### src/rtl/sudoku_pkg.sv
// Shared constants and types for the Sudoku board RAM arbiter.
package sudoku_pkg;

    localparam int CELLS   = 81;
    localparam int ADDR_W  = 7;
    localparam int VAL_W   = 4;
    localparam int WAIT_W  = 4;
    localparam int NUM_REQ = 3;

    localparam logic [WAIT_W-1:0] WAIT_MAX   = 4'd15;
    localparam logic [ADDR_W-1:0] CELL_LIMIT = ADDR_W'(CELLS);

    typedef enum logic [1:0] {
        REQ_SOLV = 2'd0,
        REQ_ENT  = 2'd1,
        REQ_DISP = 2'd2
    } req_id_t;

    typedef enum logic {
        ST_IDLE  = 1'b0,
        ST_GRANT = 1'b1
    } arb_state_t;

    function automatic logic addr_in_range(input logic [ADDR_W-1:0] addr);
        return addr < CELL_LIMIT;
    endfunction

endpackage

### src/rtl/sudoku_arb_pick.sv
// Combinational winner select: solver lock first, then display starvation override,
// then fixed priority solver > entry > display. Output is one-hot (or all zero).
module sudoku_arb_pick
    import sudoku_pkg::*;
(
    input  logic [NUM_REQ-1:0] req,
    input  logic               lock,
    input  logic               starve,
    output logic [NUM_REQ-1:0] winner
);

    always_comb begin
        // NOTE: default assignment first so every path drives winner and no latch is inferred.
        winner = '0;
        if (lock) begin
            winner[REQ_SOLV] = req[REQ_SOLV];
        end else if (starve && req[REQ_DISP]) begin
            winner[REQ_DISP] = 1'b1;
        end else if (req[REQ_SOLV]) begin
            winner[REQ_SOLV] = 1'b1;
        end else if (req[REQ_ENT]) begin
            winner[REQ_ENT] = 1'b1;
        end else if (req[REQ_DISP]) begin
            winner[REQ_DISP] = 1'b1;
        end
    end

endmodule

### src/rtl/sudoku_board_arbiter.sv
// Shares the single-port Sudoku board RAM among solver, cell entry and display readback.
// One grant per two cycles; read data returns the cycle after the grant.
module sudoku_board_arbiter
    import sudoku_pkg::*;
(
    input  logic              Clk,
    input  logic              Reset_n,
    input  logic              Solv_Req,
    input  logic              Solv_We,
    input  logic              Solv_Lock,
    input  logic [ADDR_W-1:0] Solv_Addr,
    input  logic [VAL_W-1:0]  Solv_WData,
    output logic              Solv_Gnt,
    output logic              Solv_RValid,
    input  logic              Ent_Req,
    input  logic [ADDR_W-1:0] Ent_Addr,
    input  logic [VAL_W-1:0]  Ent_WData,
    output logic              Ent_Gnt,
    input  logic              Disp_Req,
    input  logic [ADDR_W-1:0] Disp_Addr,
    output logic              Disp_Gnt,
    output logic              Disp_RValid,
    output logic [VAL_W-1:0]  RData,
    output logic              Addr_Err,
    output logic              RAM_En,
    output logic              RAM_We,
    output logic [ADDR_W-1:0] RAM_Addr,
    output logic [VAL_W-1:0]  RAM_WData,
    input  logic [VAL_W-1:0]  RAM_RData
);

    arb_state_t          state_q;
    logic [WAIT_W-1:0]   wait_cnt_q;
    logic                lock_q;
    logic                gnt_we_q;
    logic                rd_zero_q;
    logic [NUM_REQ-1:0]  req_vec;
    logic [NUM_REQ-1:0]  winner;
    logic                starve;
    logic [ADDR_W-1:0]   win_addr;
    logic [VAL_W-1:0]    win_wdata;
    logic                win_we;
    logic                win_ok;
    logic                take;

    always_comb begin
        req_vec           = '0;
        req_vec[REQ_SOLV] = Solv_Req;
        req_vec[REQ_ENT]  = Ent_Req;
        req_vec[REQ_DISP] = Disp_Req;
    end

    assign starve = (wait_cnt_q == WAIT_MAX);

    sudoku_arb_pick u_pick (
        .req    (req_vec),
        .lock   (lock_q),
        .starve (starve),
        .winner (winner)
    );

    always_comb begin
        win_addr  = Disp_Addr;
        win_wdata = '0;
        win_we    = 1'b0;
        if (winner[REQ_SOLV]) begin
            win_addr  = Solv_Addr;
            win_wdata = Solv_WData;
            win_we    = Solv_We;
        end else if (winner[REQ_ENT]) begin
            win_addr  = Ent_Addr;
            win_wdata = Ent_WData;
            win_we    = 1'b1;
        end
    end

    assign win_ok = addr_in_range(win_addr);
    assign take   = (state_q == ST_IDLE) && (winner != '0);

    // Grant cycle outputs are registered from the winner; the read pipe follows one cycle later.
    always_ff @(posedge Clk or negedge Reset_n) begin
        if (!Reset_n) begin
            state_q     <= ST_IDLE;
            Solv_Gnt    <= 1'b0;
            Ent_Gnt     <= 1'b0;
            Disp_Gnt    <= 1'b0;
            Addr_Err    <= 1'b0;
            RAM_En      <= 1'b0;
            RAM_We      <= 1'b0;
            RAM_Addr    <= '0;
            RAM_WData   <= '0;
            gnt_we_q    <= 1'b0;
            Solv_RValid <= 1'b0;
            Disp_RValid <= 1'b0;
            rd_zero_q   <= 1'b0;
        end else begin
            // NOTE: non-blocking so every register samples the pre-edge values of its peers.
            state_q     <= take ? ST_GRANT : ST_IDLE;
            Solv_Gnt    <= take && winner[REQ_SOLV];
            Ent_Gnt     <= take && winner[REQ_ENT];
            Disp_Gnt    <= take && winner[REQ_DISP];
            Addr_Err    <= take && !win_ok;
            RAM_En      <= take && win_ok;
            RAM_We      <= take && win_ok && win_we;
            RAM_Addr    <= take ? win_addr : '0;
            RAM_WData   <= take ? win_wdata : '0;
            gnt_we_q    <= take && win_we;
            Solv_RValid <= Solv_Gnt && !gnt_we_q;
            Disp_RValid <= Disp_Gnt;
            rd_zero_q   <= Addr_Err;
        end
    end

    always_ff @(posedge Clk or negedge Reset_n) begin
        if (!Reset_n) begin
            wait_cnt_q <= '0;
            lock_q     <= 1'b0;
        end else begin
            if (!Disp_Req || Disp_Gnt) begin
                wait_cnt_q <= '0;
            end else if (wait_cnt_q != WAIT_MAX) begin
                wait_cnt_q <= wait_cnt_q + 1'b1;
            end

            if (Solv_Gnt && Solv_Lock) begin
                lock_q <= 1'b1;
            end else if (state_q == ST_IDLE && !Solv_Lock) begin
                lock_q <= 1'b0;
            end
        end
    end

    // Out-of-range reads never touched the RAM, so they return zero.
    assign RData = ((Solv_RValid || Disp_RValid) && !rd_zero_q) ? RAM_RData : '0;

endmodule
### config.mk
export PLATFORM = sky130hd
export DESIGN_NAME = sudoku_board_arbiter
export DESIGN_NICKNAME = d
export VERILOG_FILES = /design/src/rtl/sudoku_pkg.sv /design/src/rtl/sudoku_arb_pick.sv /design/src/rtl/sudoku_board_arbiter.sv
export SDC_FILE = /design/constraint.sdc
export NUM_CORES = 1
export LEC_CHECK = 0
export BUFFER_PORTS_ARGS = -buffer_cell sky130_fd_sc_hd__buf_2
export CORE_ASPECT_RATIO = 2
export CORE_UTILIZATION = 32
export DETAILED_ROUTE_END_ITERATION = 8
export PLACE_DENSITY_LB_ADDON = 0.05
export RECOVER_POWER = 25
export SLEW_MARGIN = 20
export SYNTH_ARGS = -nofsm -noshare
export SYNTH_HDL_FRONTEND = slang
export SYNTH_SLANG_ARGS = --single-unit
### constraint.sdc
create_clock -name Clk -period 2.93 [get_ports Clk]
set_clock_uncertainty 0.2 [all_clocks]
set_input_delay 0.293 -clock Clk [delete_from_list [all_inputs] [get_ports Clk]]
set_output_delay 0.293 -clock Clk [all_outputs]
set_load 0.01 [all_outputs]
==> flow_summary.yaml <==
synthesis:
  synth_warnings: 0
  synthDistinctLibCells: 37
  postSynthRegisterBits: 27
  post_synth_inst_count: 129
  synth_area_um2: 1286
  synthesis.nets: 170
  synth_sequential_area_ratio_pct: 52.53
  avgSynthCellArea_um2: 9.971
clock_tree:
  cts_setup_buffers: 0
  ctsHtreeMaxLevel: 1
  tritoncts: "yes"
  clk-insertion-delay-late_ns: 0.27
  clkTransAtPathRegs_ns: 0.09
  cts_buffers: 3
  clock-sinks: 27
  clock_tree.root_cell: "clkbuf_8"
  worst_case_clock_buffer_depth: 2
grt:
  globalRouteOverflowTotal: 0
  pin_count_of_the_biggest_net_entering_global_routing: 28
  grt_pass1_vias: 1300
  global_route_wire_length_before_repair_mm: 5.492
  global_route_usage_over_all_layers_pct: 17.71
  grt_antenna_before_repair: 0
flow_run:
  cap_viol_max_count: 0
sta:
  setup_total_negative_slack_ns: 0
  period_share_pct: 85.67
  timing.final.max_slew_violations: 0
  worst_slew_margin_rel_pct: 59.28
  finalHoldViolations: 0
  clock.fmax_mhz: 398.4
  report.final.setup_viol: 0
  unrepaired_setup_endpoints_after_global_routing: "false"
  period_minus_ws_final_ns: 2.510
  slew_worst_pin_ns: 0.6108
run_status:
  run_status: "complete, no violations"
placed_design:
  numPortBuffers: 62
  gp_congestion: 0.7822
  hpwl_mm: 2.797
pwr:
  static-leakage-power_nw: 0.8109
  power.density_cell_area_nw_per_um2: 638.6
  vdd_drop_max_uv: 369.0
floorplanning:
  dieArea_um2: 4292
  io-pin-count: 63
  placementRows: 32
  die_y_um: 91.66
  die_w_um: 46.83
  coreArea_um2: 3844
  initial_core_util_pct: 33.46
critical_path:
  launch_instance_of_the_worst_register_to_register_path: "wait_cnt_q[0]$_DFFE_PN0P_"
  critical_path.reg2reg.endpoint: "RAM_En$_DFF_PN0_"
  reg2reg_slack_ns: 0.42
  worstSetupStartpoint: "wait_cnt_q[0]$_DFFE_PN0P_"
  reg2reg_depth: 6
  crit_fanout: 9
  critical_path_arrival_ns: 2.50
  timing.critical_path.to_type: "register"
  path_class: "register to register"
  worst_ep_required_time_ns: 2.92
  critical_path.endpoint: "RAM_En$_DFF_PN0_"
  critical_path.startpoint_type: "register"
routing:
  drt_pass1_iterations: 4
  antenna_left: 0
  wl_mm: 3.422
  via_per_inst: 5.069
  drc: 0
  wl_per_cell_um: 13.97
  initialDrtViolationCount: 14
  via_count: 1242
final_layout:
  num-nets-final: 236
  drive_gt1_share_pct: 31.44
  area_growth_syn_to_layout_pct: 31.71
  final_core_utilization_pct: 44.08
  antenna-diode-count: 0
hold_path:
  worstHoldStart: "Solv_Lock"
  hold_class: "input pin to register"
worst max-delay path, cell delays in order, from the launching register on:
cell and delay [ns]:
dfrtp_1 0.42, ha_1 0.29, and3_1 0.40, a21oi_1 0.25, o31ai_1 0.51, nor2_1 0.12, a311oi_2 0.24
layout by cell type (no fill, tap or decap), drive strengths merged, types with 4 or more instances in the layout:
master	netlist	layout
a31oi	7	7
o21ai	8	8
nand3	7	7
nor3	4	4
a21oi	4	4
clkbuf	2	17
dfrtp	27	27
a22oi	4	4
nand2	5	5
nor2b	7	7
nor2	21	21
buf	1	49
a211oi	5	5
and2	4	4
logic make-up after synthesis:
| family | after synthesis | share of synthesized area (%) |
|---|---|---|
| adders and majority gates | 1 | 0.9726 |
| xor gates and xnor gates | 1 | 0.6811 |
| AOI/OAI and AO/OA | 36 | 19.46 |
| muxes | 1 | 0.7782 |
| buffers and inverters | 5 | 1.556 |
| DFF | 27 | 52.53 |
| and+or+nand+nor | 58 | 24.03 |
cell usage after synthesis, drive strengths merged:
cell type / count / area (um2)
dfrtp: 27 / 675.7
nor2: 21 / 78.83
o21ai: 8 / 47.55
a31oi: 7 / 43.79
nand3: 7 / 40.04
nor2b: 7 / 43.79
a211oi: 5 / 37.54
nand2: 5 / 18.77
a21oi: 4 / 20.02
a22oi: 4 / 30.03
and2: 4 / 25.02
nor3: 4 / 20.02
a31o: 2 / 17.52
and3: 2 / 12.51
clkbuf: 2 / 7.510
inv: 2 / 7.510
nand2b: 2 / 12.51
nor3b: 2 / 20.02
a211o: 1 / 8.760
a21boi: 1 / 7.510
a311oi: 1 / 15.01
and4: 1 / 8.760
buf: 1 / 5.000
ha: 1 / 12.51
mux2i: 1 / 10.01
nand4: 1 / 6.260
o211ai: 1 / 7.510
o21bai: 1 / 7.510
o31ai: 1 / 7.510
or3b: 1 / 11.26
or4: 1 / 11.26
xnor2: 1 / 8.760
metrics by stage:
step,hold slack (ns),area [um2],setup WS [ns],total power (W),cells
final,0.06916,1694,0.4200,0.001082,245
after global placement,0.1291,1655,0.5476,0.0008965,240
after detailed placement,0.1420,1655,0.4538,0.0009021,240
after floorplan,-0.2026,1286,0.6044,0.0007310,129
after global routing,0.09105,1694,0.1935,0.001163,245
after CTS,0.07376,1712,0.4202,0.001112,245
sequential cells by signal, summed over array words and instances, names as in the netlist:
signal,cells
rd_zero_q,1
Solv_Gnt,1
Disp_Gnt,1
lock_q,1
state_q,1
wait_cnt_q,4
RAM_En,1
RAM_Addr,7
Solv_RValid,1
RAM_We,1
Ent_Gnt,1
Disp_RValid,1
gnt_we_q,1
RAM_WData,4
Addr_Err,1
worst min path at each step:
stage                             endpoint  slack [ns]  cells past startpoint
floorplan               Addr_Err$_DFF_PN0_       -0.20                      0
global placement       rd_zero_q$_DFF_PN0_        0.13                      1
detailed placement     rd_zero_q$_DFF_PN0_        0.14                      1
CTS                     lock_q$_DFFE_PN0P_        0.07                      3
global route        RAM_WData[1]$_DFF_PN0_        0.09                      3
finish                  lock_q$_DFFE_PN0P_        0.07                      3
timing repair:
item                                   in CTS  in global routing
endpoints found under the hold margin      27                  0
gates resized for setup                     0                  0
hold buffers                                1                  0
final cells by class:
class | instances | area, um2
Fill cell | 420 | 2150
Sequential cell | 27 | 675.6
Multi-Input combinational cell | 97 | 590.6
Timing Repair Buffer | 64 | 310.3
Tap cell | 51 | 63.81
Clock buffer | 3 | 41.29
Inverter | 2 | 7.507
Clock inverter | 1 | 5.005
power breakdown:
| part | switching, W | internal [W] |
|---|---|---|
| clock | 0.000115 | 0.0000953 |
| sequential | 0.0000478 | 0.000466 |
| combinational | 0.000215 | 0.000144 |
| total | 0.000377 | 0.000705 |
metal layers:
layer / global-route usage, % / vias to the layer above / wire length (um)
met5: 0 / - / 0
met3: 2.165 / 15 / 152
li1: - / 598 / -
met1: 16.41 / 581 / 1172
met4: 8.095 / 0 / 120
met2: 34.03 / 48 / 1977
Power figures use the tool's default switching activity.
